<file path="src/rtl/parallax_layers_gen_pkg.sv">
// Shared types and helpers for the parallax checkerboard renderer.
// Dither codes, the odd-layer colour twist and the per-channel shade function.
package parallax_pkg;

  typedef enum logic [1:0] {
    DITHER_NONE = 2'd0,
    DITHER_A    = 2'd1,
    DITHER_B    = 2'd2,
    DITHER_RSVD = 2'd3
  } dither_e;

  // Odd layers flip the high bit of G and B to alternate hue between depths.
  localparam logic [5:0] ODD_XOR = 6'b00_10_10;

  // Darken a {R,G,B} 2-2-2 colour by shifting each channel right independently.
  function automatic logic [5:0] shade(input logic [5:0] col6, input logic [1:0] sh);
    logic [1:0] r;
    logic [1:0] g;
    logic [1:0] b;
    r = col6[5:4] >> sh;
    g = col6[3:2] >> sh;
    b = col6[1:0] >> sh;
    return {r, g, b};
  endfunction

endpackage

</file>
<file path="src/rtl/parallax_layers_gen_if.sv">
// Pixel stream in (coordinates, enable, syncs) and colour/sync stream out.
// The timing generator side is master, the renderer is slave.
interface parallax_layers_gen_if #(
  parameter int COORD_W = 10
);
  logic [COORD_W-1:0] pix_x;
  logic [COORD_W-1:0] pix_y;
  logic               video_active;
  logic               hsync_in;
  logic               vsync_in;
  logic [5:0]         rgb;
  logic               hsync_out;
  logic               vsync_out;

  modport master (
    output pix_x, pix_y, video_active, hsync_in, vsync_in,
    input  rgb, hsync_out, vsync_out
  );

  modport slave (
    input  pix_x, pix_y, video_active, hsync_in, vsync_in,
    output rgb, hsync_out, vsync_out
  );
endinterface

</file>
<file path="src/rtl/parallax_layers_gen_frame_ctr.sv">
// Frame counter advanced on vsync rising edges seen in the clk domain,
// with pause, single-step latch, reverse direction and natural wrap.
module parallax_frame_ctr #(
  parameter int CNT_W = 10
) (
  input  logic             clk,
  input  logic             rst_n,
  input  logic             vsync,
  input  logic             pause,
  input  logic             step,
  input  logic             reverse,
  output logic [CNT_W-1:0] frame_count,
  output logic             tick
);

  logic             vsync_prev_reg;
  logic             primed_reg;
  logic             step_pending_reg;
  logic [CNT_W-1:0] count_reg;

  logic             advance;
  logic             pending_next;
  logic [CNT_W-1:0] count_next;

  // primed_reg masks the first cycle after reset so a vsync already high at
  // release is not mistaken for a rising edge.
  assign tick = vsync & ~vsync_prev_reg & primed_reg;

  always_comb begin
    advance      = tick & (~pause | step_pending_reg | step);
    pending_next = tick ? 1'b0 : (step_pending_reg | step);
    count_next   = count_reg;
    if (advance) begin
      count_next = reverse ? (count_reg - CNT_W'(1)) : (count_reg + CNT_W'(1));
    end
  end

  always_ff @(posedge clk or negedge rst_n) begin
    if (!rst_n) begin
      vsync_prev_reg   <= 1'b0;
      primed_reg       <= 1'b0;
      step_pending_reg <= 1'b0;
      count_reg        <= '0;
    end else begin
      vsync_prev_reg   <= vsync;
      primed_reg       <= 1'b1;
      step_pending_reg <= pending_next;
      count_reg        <= count_next;
    end
  end

  assign frame_count = count_reg;

endmodule

</file>
<file path="src/rtl/parallax_layers_gen.sv">
// Multi-layer parallax checkerboard: per-layer scrolled checker hit, priority
// pick of the nearest layer, two-stage registered colour with matched syncs.
module parallax_layers_gen
  import parallax_pkg::*;
#(
  parameter int          NUM_LAYERS = 5,
  parameter int          COORD_W    = 10,
  parameter int          CNT_W      = 10,
  parameter int          TOP_BIT    = 8,
  parameter logic [15:0] DITHER_SEL = 16'h2001
) (
  input  logic                  clk,
  input  logic                  rst_n,
  parallax_layers_gen_if.slave  vid,
  input  logic [5:0]            base_color,
  input  logic                  pause,
  input  logic                  step,
  input  logic                  reverse,
  input  logic [1:0]            speed,
  output logic [CNT_W-1:0]      frame_count
);

  // Scaled count keeps the bits pushed up by speed so deeper layers still see them.
  localparam int SCALED_W = CNT_W + 3;

  logic [SCALED_W-1:0]   scaled;
  logic [5:0]            c0;
  logic [NUM_LAYERS-1:0] hit;
  logic [5:0]            layer_col [NUM_LAYERS];
  logic [5:0]            win_col;

  logic [NUM_LAYERS-1:0] hit_s1_reg;
  logic [5:0]            col_s1_reg;
  logic                  active_s1_reg;
  logic                  hs_s1_reg;
  logic                  vs_s1_reg;
  logic [5:0]            rgb_reg;
  logic                  hs_s2_reg;
  logic                  vs_s2_reg;

  parallax_frame_ctr #(
    .CNT_W(CNT_W)
  ) u_frame_ctr (
    .clk        (clk),
    .rst_n      (rst_n),
    .vsync      (vid.vsync_in),
    .pause      (pause),
    .step       (step),
    .reverse    (reverse),
    .frame_count(frame_count),
    .tick       ()
  );

  assign scaled = SCALED_W'(frame_count) << speed;
  assign c0     = ~base_color;

  for (genvar gi = 0; gi < NUM_LAYERS; gi++) begin : g_layer
    logic [COORD_W-1:0] xo;
    logic [COORD_W-1:0] yo;
    logic [COORD_W-1:0] lx;
    logic [COORD_W-1:0] ly;
    logic [1:0]         code;
    logic               dither;

    // Farther layers scroll at half the speed of the one in front; vertical drift is 1/8.
    assign xo   = COORD_W'(scaled >> gi);
    assign yo   = xo >> 3;
    assign lx   = vid.pix_x + xo;
    assign ly   = vid.pix_y + yo;
    assign code = DITHER_SEL[2*gi +: 2];

    always_comb begin
      case (dither_e'(code))
        DITHER_A: dither = vid.pix_y[1] ^ vid.pix_x[0];
        DITHER_B: dither = ~vid.pix_y[0] ^ vid.pix_x[1];
        default:  dither = 1'b1;
      endcase
    end

    assign hit[gi]       = (lx[TOP_BIT-gi] ^ ly[TOP_BIT-gi]) & dither;
    assign layer_col[gi] = shade(c0 ^ (((gi % 2) == 1) ? ODD_XOR : 6'd0), 2'(gi >> 1));
  end

  // Walk from the far layer toward the near one so the lowest index hit wins.
  always_comb begin
    win_col = 6'd0;
    for (int i = NUM_LAYERS - 1; i >= 0; i--) begin
      if (hit[i]) begin
        win_col = layer_col[i];
      end
    end
  end

  always_ff @(posedge clk or negedge rst_n) begin
    if (!rst_n) begin
      hit_s1_reg    <= '0;
      col_s1_reg    <= 6'd0;
      active_s1_reg <= 1'b0;
      hs_s1_reg     <= 1'b0;
      vs_s1_reg     <= 1'b0;
      rgb_reg       <= 6'd0;
      hs_s2_reg     <= 1'b0;
      vs_s2_reg     <= 1'b0;
    end else begin
      hit_s1_reg    <= hit;
      col_s1_reg    <= win_col;
      active_s1_reg <= vid.video_active;
      hs_s1_reg     <= vid.hsync_in;
      vs_s1_reg     <= vid.vsync_in;
      rgb_reg       <= (active_s1_reg && (|hit_s1_reg)) ? col_s1_reg : 6'd0;
      hs_s2_reg     <= hs_s1_reg;
      vs_s2_reg     <= vs_s1_reg;
    end
  end

  assign vid.rgb       = rgb_reg;
  assign vid.hsync_out = hs_s2_reg;
  assign vid.vsync_out = vs_s2_reg;

endmodule
</file>
<file path="src/flat_wrapper.sv">
// flat-port wrapper written by rule: the top's interface ports become plain ports
module parallax_layers_gen_flat import parallax_pkg::*;
#(
  parameter int          NUM_LAYERS = 5,
  parameter int          COORD_W    = 10,
  parameter int          CNT_W      = 10,
  parameter int          TOP_BIT    = 8,
  parameter logic [15:0] DITHER_SEL = 16'h2001
)
  (clk, rst_n, base_color, pause, step, reverse, speed, frame_count, vid_pix_x, vid_pix_y, vid_video_active, vid_hsync_in, vid_vsync_in, vid_rgb, vid_hsync_out, vid_vsync_out);
  parallax_layers_gen_if #(.COORD_W(COORD_W)) vid_i ();
  input  logic clk;
  input  logic rst_n;
  input  logic [5:0] base_color;
  input  logic pause;
  input  logic step;
  input  logic reverse;
  input  logic [1:0] speed;
  output logic [CNT_W-1:0] frame_count;
  input wire logic [$bits(vid_i.pix_x)-1:0] vid_pix_x;
  input wire logic [$bits(vid_i.pix_y)-1:0] vid_pix_y;
  input wire logic [$bits(vid_i.video_active)-1:0] vid_video_active;
  input wire logic [$bits(vid_i.hsync_in)-1:0] vid_hsync_in;
  input wire logic [$bits(vid_i.vsync_in)-1:0] vid_vsync_in;
  output wire logic [$bits(vid_i.rgb)-1:0] vid_rgb;
  output wire logic [$bits(vid_i.hsync_out)-1:0] vid_hsync_out;
  output wire logic [$bits(vid_i.vsync_out)-1:0] vid_vsync_out;
  assign vid_i.pix_x = vid_pix_x;
  assign vid_i.pix_y = vid_pix_y;
  assign vid_i.video_active = vid_video_active;
  assign vid_i.hsync_in = vid_hsync_in;
  assign vid_i.vsync_in = vid_vsync_in;
  assign vid_rgb = vid_i.rgb;
  assign vid_hsync_out = vid_i.hsync_out;
  assign vid_vsync_out = vid_i.vsync_out;
  parallax_layers_gen #(.NUM_LAYERS(NUM_LAYERS), .COORD_W(COORD_W), .CNT_W(CNT_W), .TOP_BIT(TOP_BIT), .DITHER_SEL(DITHER_SEL)) u_core (.clk(clk), .rst_n(rst_n), .vid(vid_i), .base_color(base_color), .pause(pause), .step(step), .reverse(reverse), .speed(speed), .frame_count(frame_count));
endmodule
</file>
<file path="config.mk">
export PLATFORM = sky130hd
export DESIGN_NAME = parallax_layers_gen_flat
export DESIGN_NICKNAME = d
export VERILOG_FILES = /design/src/rtl/parallax_layers_gen_pkg.sv /design/src/rtl/parallax_layers_gen_if.sv /design/src/rtl/parallax_layers_gen_frame_ctr.sv /design/src/rtl/parallax_layers_gen.sv /design/src/flat_wrapper.sv
export SDC_FILE = /design/constraint.sdc
export NUM_CORES = 1
export LEC_CHECK = 0
export BUFFER_PORTS_ARGS = -buffer_cell sky130_fd_sc_hd__clkbuf_2
export CORE_MARGIN = 3
export CORE_UTILIZATION = 61
export DETAILED_ROUTE_END_ITERATION = 16
export PLACE_DENSITY_LB_ADDON = 0.3
export SETUP_SLACK_MARGIN = 0.4
export SLEW_MARGIN = 10
export SYNTH_ARGS = -nofsm -noshare
export SYNTH_HDL_FRONTEND = slang
export SYNTH_SLANG_ARGS = --single-unit
</file>
<file path="constraint.sdc">
create_clock -name clk -period 7.8 [get_ports clk]
set_input_delay 0.39 -clock clk [delete_from_list [all_inputs] [get_ports clk]]
set_output_delay 0.39 -clock clk [all_outputs]
set_load 0.02 [all_outputs]
</file>
==> impl_metrics.toml <==
[critical_path]
ff2ff_path_depth = 11
worst_setup_path_end_kind = "flop"
start_kind = "input pin"
critPathMaxFanout = 14
crit_type = "in -> reg"
critPathRequiredTime_ns = 8.00
arrival_ns = 3.70

[clock_tree]
post_cts_resized = 0
hold_buffers = 0
post_cts_buffers = 0
clk_pin_slew_worst_paths_ns = 0.07
clkSinkCount = 34
clk_latency_ns = 0.28
cts_buffers = 5
clockBufferDepth = 2
tritoncts = "yes"
h-tree-depth = 2
root_buffer = "clkbuf_8"

[drt]
wl_per_cell_um = 15.29
drtAntennaViolNets = 0
drt_pass1_iterations = 4
routed_wl_um = 6300
drc = 0
via_count = 2409
first_iter_violations = 78
vias_per_cell = 5.847

[layout]
fillers = 386
fin_nets = 439
multi_input_area_um2 = 2106
layout_commonest_cell = "ha_1"
largest_reg_flops = 10
mostFrequentLayoutCells = "57 x ha_1, 51 x clkbuf_2, 34 x dfrtp_1"
antenna_cells = 0
register_area_um2 = 850.8
drive_above_1_share = 0.2261
stdcell_count = 412
final_core_util = 0.7239
syn_to_final_growth_pct = 13.63

[synthesis]
ys_types = 54
ys_seq_area_frac = 0.2809
ys_seq_elements = 34
synth-edff-count = 0
avgSynthCellArea_um2 = 10.34
yosys_warnings = 0
synth_top_area_share = 0.2809
yosys_most_used_dff = "dfrtp_1"
yosys.area.top_type = "dfrtp_1"
netlist_area_um2 = 3029
syn_inst = 293
syn_nets = 387
synth_area_leaders = "dfrtp_1 28%, ha_1 24%, xnor2_1 5.5%"
synthArstFlopShare = 1.000

[job]
maxCapViolCount = 0

[timing]
final_max_slew_viol_count = 0
min_period_ns = 3.508
final_hold_viol_count = 0
tightestPinTransition_ns = 1.042
fin_skew_ns = 0.006530
rsz0062_at_grt = "false"
tns_ns = 0
clock.fmax_ghz = 0.2850
period_share = 0.4498
relSlewSlack = 0.2852
setup_violations = 0
hold_ws_ns = 0.1904

[placed_design]
port_buffers = 51
gp_congestion = 0.8073
placed_cells = 405
hpwl_um = 4945

[global_routing]
grt_pass1_vias = 2401
grt_pass1_wl_um = 10960
grt_max_degree = 35
antenna_found_initial = 0
overflow = 0
grt_usage = 0.2264

[floorplan]
die_w_um = 76.47
die_y_um = 76.47
io_pins = 54
die_area_um2 = 5848
core_um2 = 4755
rows = 25
start_util = 0.6371

[power_and_ir_drop]
power_density_nw_per_um2 = 392.4
leakage_uw = 0.001761
irDropWorstVdd_mv = 0.2398

[worst_hold_path]
hp-class = "in -> async"

[status]
status = "completed"
worst paths after layout:
kind | start | to | slack [ns]
setup / recovery | speed[0] | u_core.col_s1_reg[0]$_DFF_PN0_ | 4.29
hold / removal | rst_n | u_core.u_frame_ctr.frame_count[4]$_DFFE_PN0P_ | 0.19
setup reg to reg | u_core.u_frame_ctr.frame_count[5]$_DFFE_PN0P_ | u_core.col_s1_reg[0]$_DFF_PN0_ | 4.32
hold reg to reg | u_core.hs_s1_reg$_DFF_PN0_ | u_core.vid.hsync_out$_DFF_PN0_ | 0.35
max in group asynchronous | rst_n | u_core.vid.rgb[4]$_DFF_PN0_ | 7.09
min in group clk | vid_video_active | u_core.active_s1_reg$_DFF_PN0_ | 0.22
cells by family (layout without fill, tap and decap cells):
logic type,Yosys count,count (layout),share of synthesized area
buffers and inverters,15,67,0.02395
muxes,18,18,0.08468
and+or+nand+nor,57,57,0.09955
adders and majority gates,58,58,0.2420
other,1,1,0.001238
xor gates and xnor gates,27,27,0.08922
AOI/OAI and AO/OA,83,83,0.1784
DFF,34,34,0.2809
report_power, final:
group          switching (uW)  internal (uW)
clock network            58.5            102
registers                55.8            245
logic                     487            402
area by class of cell:
| cell class | count | share of cell area |
|---|---|---|
| clock buffer | 6 | 0.02399 |
| inverter | 9 | 0.009815 |
| multi-input combinational | 244 | 0.6118 |
| sequential | 34 | 0.2472 |
| tap | 67 | 0.02435 |
| clock inverter | 1 | 0.008724 |
| timing repair buffer | 51 | 0.07415 |
routing by layer:
metal  global-route usage  share of wire  vias to the layer above
li1                     -              -                     1198
met1               0.2820           0.44                     1152
met2               0.4095           0.52                       53
met3              0.03783          0.040                        6
met4              0.04891         0.0070                        0
met5                    0              0                        -
cell usage after synthesis (2+ instances only):
cell,instances
nor2_1,8
and2_1,6
o21ai_0,21
o21a_1,4
a21oi_2,3
xnor2_1,19
a21oi_1,18
and4_1,2
xor2_1,5
nand3b_1,3
ha_1,57
xnor2_2,2
a21boi_0,2
dfrtp_1,34
buf_6,2
o31ai_1,3
mux2i_1,8
mux4_2,4
mux2_2,4
a31oi_1,2
nor2b_1,2
a211oi_1,2
clkbuf_1,2
and3_1,4
a31o_2,2
a21o_1,13
nand3_1,4
o21bai_1,2
nand2_1,16
inv_1,9
nor3_1,5
nand2b_1,2
a221o_1,2
critical path, stage by stage:
cell,delay (ns)
clkbuf_2,0.35
mux2i_1,0.19
mux2i_1,0.80
ha_1,0.30
a21o_1,0.14
a211oi_1,0.08
a221oi_1,0.32
xnor2_1,0.14
and3_1,0.20
o21ai_2,0.24
nor2b_2,0.32
mux2i_1,0.22
stage by stage:
stage	total power (uW)	instance area, um2	setup slack, ns
floorplan	976.1	3029	4.607
global route	1483	3442	4.091
finish	1351	3442	4.292
CTS	1354	3442	4.290
detailed placement	1185	3329	4.060
global placement	1139	3329	4.193
No activity file was read; power rests on OpenSTA's default activity.
